File: config.mk
export PLATFORM = sky130hd
export DESIGN_NAME = pc_fetch_unit
export DESIGN_NICKNAME = d
export VERILOG_FILES = /design/src/rtl/fetch_pkg.sv /design/src/rtl/fetch_queue.sv /design/src/rtl/pc_fetch_unit.sv
export SDC_FILE = /design/constraint.sdc
export NUM_CORES = 1
export LEC_CHECK = 0
export ABC_AREA = 0
export ABC_CLOCK_PERIOD_IN_PS = 3270
export CAP_MARGIN = 40
export CORE_UTILIZATION = 39
export DETAILED_ROUTE_END_ITERATION = 12
export GPL_TIMING_DRIVEN = 0
export MAX_ROUTING_LAYER = met4
export PLACE_DENSITY = 0.79
export SLEW_MARGIN = 10
export SYNTH_ARGS = -nofsm -noshare
export SYNTH_HDL_FRONTEND = slang
export SYNTH_SLANG_ARGS = --single-unit
File: constraint.sdc
create_clock -name clk -period 3.27 [get_ports clk]
set_input_delay 0.654 -clock clk [delete_from_list [all_inputs] [get_ports clk]]
set_output_delay 0.654 -clock clk [all_outputs]
set_load 0.005 [all_outputs]
File: src/rtl/fetch_pkg.sv
// ============================================================================
// Module      : fetch_pkg
// Description : Shared types and constants for the instruction-fetch stage.
// Revision    : 1.0 - initial release
// ============================================================================
`default_nettype none

package fetch_pkg;

    localparam int FETCH_PC_W = 9;
    localparam int PC_STEP    = 4;
    localparam int PC_RESET   = 0;

    typedef struct packed {
        logic [FETCH_PC_W-1:0] pc;
        logic [31:0]           instr;
    } fetch_entry_t;

endpackage

`default_nettype wire

File: src/rtl/fetch_queue.sv
// ============================================================================
// Module      : fetch_queue
// Description : 2-entry shift FIFO with flush and registered head outputs.
// Revision    : 1.0 - initial release
// ============================================================================
`default_nettype none

module fetch_queue
    import fetch_pkg::*;
#(
    parameter type T = fetch_entry_t
) (
    input  logic       clk,
    input  logic       rst,
    input  logic       i_push,
    input  T           i_data,
    input  logic       i_pop,
    input  logic       i_flush,
    output T           o_head,
    output logic       o_valid,
    output logic [1:0] o_count
);

    T           r_head;
    T           r_tail;
    logic [1:0] r_count;

    // Head keeps its last value when the queue drains or is flushed.
    always_ff @(posedge clk) begin
        if (rst) begin
            r_head  <= '0;
            r_tail  <= '0;
            r_count <= 2'd0;
        end else if (i_flush) begin
            r_count <= 2'd0;
        end else begin
            case (r_count)
                2'd0: begin
                    if (i_push) begin
                        r_head  <= i_data;
                        r_count <= 2'd1;
                    end
                end
                2'd1: begin
                    if (i_push && i_pop) begin
                        r_head <= i_data;
                    end else if (i_push) begin
                        r_tail  <= i_data;
                        r_count <= 2'd2;
                    end else if (i_pop) begin
                        r_count <= 2'd0;
                    end
                end
                default: begin
                    if (i_pop) begin
                        r_head <= r_tail;
                        if (i_push) begin
                            r_tail <= i_data;
                        end else begin
                            r_count <= 2'd1;
                        end
                    end
                end
            endcase
        end
    end

    assign o_head  = r_head;
    assign o_valid = (r_count != 2'd0);
    assign o_count = r_count;

endmodule

`default_nettype wire

File: src/rtl/pc_fetch_unit.sv
// ============================================================================
// Module      : pc_fetch_unit
// Description : PC register, in-flight tracking and credit-based issue to imem.
// Revision    : 1.0 - initial release
// ============================================================================
`default_nettype none

module pc_fetch_unit
    import fetch_pkg::*;
#(
    parameter int PC_W = FETCH_PC_W
) (
    input  logic            clk,
    input  logic            reset,
    input  logic            PcSel,
    input  logic [31:0]     BrPC,
    output logic            imem_en,
    output logic [PC_W-1:0] imem_addr,
    input  logic [31:0]     imem_rdata,
    output logic            IF_Valid,
    output logic [PC_W-1:0] IF_PC,
    output logic [31:0]     IF_Instr,
    input  logic            ID_Ready
);

    typedef struct packed {
        logic [PC_W-1:0] pc;
        logic [31:0]     instr;
    } entry_t;

    logic [PC_W-1:0] r_fetch_pc;
    logic            r_inflight;
    logic [PC_W-1:0] r_inflight_pc;

    logic            w_pop;
    logic            w_issue;
    logic [1:0]      w_count;
    logic [2:0]      w_used;
    logic [PC_W-1:0] w_target;
    entry_t          w_push_data;
    entry_t          w_head;
    logic            w_unused_brpc;

    assign w_pop    = IF_Valid && ID_Ready;
    // Slots already committed: queued words plus the outstanding response.
    assign w_used   = {1'b0, w_count} + {2'b00, r_inflight} - {2'b00, w_pop};
    assign w_issue  = !reset && !PcSel && (w_used < 3'd2);
    assign w_target = {BrPC[PC_W-1:2], 2'b00};
    assign w_unused_brpc = ^{BrPC[31:PC_W], BrPC[1:0]};

    always_ff @(posedge clk) begin
        if (reset) begin
            r_fetch_pc    <= PC_W'(PC_RESET);
            r_inflight    <= 1'b0;
            r_inflight_pc <= PC_W'(PC_RESET);
        end else if (PcSel) begin
            r_fetch_pc <= w_target;
            r_inflight <= 1'b0;
        end else if (w_issue) begin
            r_fetch_pc    <= r_fetch_pc + PC_W'(PC_STEP);
            r_inflight    <= 1'b1;
            r_inflight_pc <= r_fetch_pc;
        end else begin
            r_inflight <= 1'b0;
        end
    end

    assign w_push_data = '{pc: r_inflight_pc, instr: imem_rdata};

    fetch_queue #(
        .T (entry_t)
    ) u_queue (
        .clk     (clk),
        .rst     (reset),
        .i_push  (r_inflight),
        .i_data  (w_push_data),
        .i_pop   (w_pop),
        .i_flush (PcSel),
        .o_head  (w_head),
        .o_valid (IF_Valid),
        .o_count (w_count)
    );

    assign imem_en   = w_issue;
    assign imem_addr = r_fetch_pc;
    assign IF_PC     = w_head.pc;
    assign IF_Instr  = w_head.instr;

endmodule

`default_nettype wire

==> summary.md <==
| Metric | Value |
|---|---|
| Status | finished clean |
| HPWL Detailed | 7180 µm |
| GRT Total Usage | 0.199 |
| Most frequent cells in the layout | 101 x nand2_1, 94 x dfxtp_1, 89 x clkdlybuf4s50_1 |
| Fmax achieved | 318 MHz |
| CP Buf/Inv Count | 3 |
| TritonCTS Buffers | 9 |
| Clock share of power | 0.338 |
| Synth area leaders | dfxtp_1 49%, mux2i_1 10%, nand2_1 9.8%, a211oi_1 7.5%, a21oi_1 6.6% |
| Synth Register Bits | 95 |
| GP Congestion | 0.794 |
| Ant diodes | 0 |
| Fin util | 0.536 |
| DIE HEIGHT | 102 µm |
| Slew Limit Fails | 0 |
| Min Tclk post-route | 3150 ps |
| DRT Pass-1 Iters | 6 |
| Initial antenna violation count | 0 |
| H-tree Lvls | 3 |
| Worst-margin pin slew | 720 ps |
| Antenna-violating nets left | 0 |
| Synth top area share | 0.488 |
| Crit path launch | u_queue.o_count[1] |
| Via count | 3571 |
| # setup viols final | 0 |
| Die W | 102 µm |
| CP Max Fanout | 10 |
| Synth Instances | 455 |
| Worst Hold Class | flop to flop |
| Critical Path Stages | 8 |
| CTS Buffer Depth | 2 |
| Switching share of power | 0.236 |
| Fin crit share | 0.962 |
| Synth-to-Final Area Change | 33.9% |
| Buffers on Ports | 90 |
| Nets | 631 |
| CP Class | flop to primary output |
| PwrDens | 428 nW/µm² |
| I/O pin total | 120 |
| CP startpoint kind | flop |
| CP delay by family, top | buffers and inverters |
| Syn Area/Cell | 8.56 µm² |
| Initial DRC count | 144 |
| Critical Path Slowest Stage Cell | fa_2 |
| Max Cap Viol | 0 |
| Worst-Skew Late Latency | 360 ps |
| Total power | 2.24 mW |
| Logic gate share of total power | 0.118 |
| Crit. End Element | primary output |
| Netlist cell types | 37 |
| Vias in the first global route | 3283 |
| R2r startpoint | u_queue.o_count[1] |
| Worst EP arrival | 2490 ps |
| Pint | 1.71 mW |
| Crit-path cells | buf_8 > nand2_2 > nor2_4 > o21ai_1 > fa_2 > nand3_2 > clkinv_4 > clkdlybuf4s50_1 |
| Row cnt | 36 |
| Die area | 10400 µm² |
| DRC errors left | 0 |
| P_sw | 527 µW |
| Layout cells sized above 1 | 0.0743 |
| Internal reg-to-reg setup slack | 880 ps |
| CP max stage delay | 580 ps |
| Reg2Reg Depth | 9 |
| Total clock sinks | 95 |
| VDD IR max | 0.000195 V |
| LEAKAGE | 1.70 nW |
| Synth area leader | dfxtp_1 |
| Mapped cell area | 3900 µm² |
| Largest net degree at the start of global routing | 17 |
| Grt ovf | 0 |
| Rel. slew slack | 0.520 |
| First-pass GRT wire length | 15300 µm |
| Synth warn | 0 |
| Sequential Power Share | 0.545 |
| Final WL | 9920 µm |
| Via/cell ratio | 5.12 |
| Seq/Total Area, Yosys | 0.488 |
| Final setup skew | 10.6 ps |
| Most common cell after layout, fill and taps aside | nand2_1 |
| Post-DR wirelength/cell | 14.2 µm |
| Clk slew on worst S/H paths | 90 ps |
| CP endpoint | imem_en |
| RSZ-0062 raised after global routing | false |
| Worst r2r dst | imem_addr[7] |
| CTS tree | built |
| Core box area | 9730 µm² |
| Final hold vios | 0 |
| Root buffer cell | clkbuf_8 |
| Initial core utilization | 0.400 |
| CP Data Required Time | 2620 ps |
state kept, by name, summed over array words and instances, names as in the netlist:
name,count
u_queue.r_tail,39
r_inflight_pc,7
r_inflight,1
u_queue.o_head,39
u_queue.o_count,2
imem_addr,7
worst min-delay path: cells and delay by family (launching register included):
kind	cells	cell delay, ps
flip-flops	1	310
AND/OR/NAND/NOR	1	50
AO/OA/AOI/OAI	1	50
kinds of logic after synthesis:
group	count (synthesis)	share of synthesized area
other	1	0.000962
AO/OA/AOI/OAI	110	0.181
adder cells (fa/ha/maj)	2	0.00835
AND/OR/NAND/NOR	162	0.165
buffers and inverters	45	0.0546
XOR/XNOR	1	0.00225
multiplexers	39	0.100
flip-flops	95	0.488
how the worst min path moves through the flow:
stage,startpoint,to,cells after the start
4_1_cts,u_queue.r_tail[28],u_queue.r_tail[28],2
3_3_place_gp,u_queue.r_tail[6],u_queue.r_tail[6],2
3_5_place_dp,u_queue.r_tail[29],u_queue.r_tail[29],2
5_1_grt,u_queue.r_tail[29],u_queue.r_tail[29],2
2_1_floorplan,u_queue.r_tail[0],u_queue.r_tail[0],2
6_report,u_queue.r_tail[24],u_queue.r_tail[24],2
cells in the mapped netlist:
library cell	number
nand2_1	102
dfxtp_1	95
a21oi_1	51
nor2_1	45
a211oi_1	39
mux2i_1	39
clkbuf_1	23
buf_2	8
buf_4	5
inv_1	5
a22oi_1	4
nand3_1	4
o22ai_1	4
nand2b_1	3
buf_6	2
nor2b_1	2
nor3_1	2
o21ai_0	2
o31a_1	2
a211o_1	1
a211oi_2	1
a21boi_0	1
a222oi_1	1
a31oi_1	1
a32oi_1	1
a41oi_1	1
and3_1	1
buf_1	1
clkinv_1	1
conb_1	1
fa_1	1
ha_1	1
nor3b_1	1
o221a_2	1
or2_2	1
or3b_1	1
xnor2_1	1
area by class of cell:
| class | count | area [µm²] |
|---|---|---|
| clock buffers | 12 | 145 |
| inverters | 6 | 27.5 |
| repair buffers | 93 | 925 |
| plain buffers | 38 | 190 |
| well taps | 133 | 166 |
| flip-flops and latches | 95 | 1900 |
| fillers | 915 | 4510 |
| multi-input cells | 318 | 1820 |
| clock inverters | 3 | 43.8 |
through the flow:
step	hold slack [ps]	std cells	setup slack [ps]	cell area [µm²]	TNS, ps
floorplan	436	458	481	3910	0
global placement	440	681	-892	4970	-892
detailed placement	449	681	-930	4970	-990
CTS	461	697	71.0	5200	0
global route	474	698	4.20	5220	0
finish	459	698	123	5220	0
routing by layer:
metal	wire length (µm)	part of all wire	track usage
met2	4780	0.48	0.322
met1	4420	0.45	0.245
met5	0	0	-
met3	526	0.053	0.0349
met4	196	0.020	0.0846
power groups by stage:
stage	registers [mW]	clock network (mW)	logic (mW)
after global routing	1.22	0.812	0.286
after CTS	1.22	0.767	0.262
after global placement	1.24	0	0.253
after detailed placement	1.24	0	0.258
after floorplan	1.24	0	0.105
final	1.22	0.755	0.263
what timing repair did:
item                                    4_1_cts  5_1_grt
endpoints found under the setup margin        1        1
resized for setup                            11        3
setup buffers                                 2        1
pin swaps                                     1        3
hold buffers                                  0        0
Note: power is estimated with default switching activity, not from simulation.
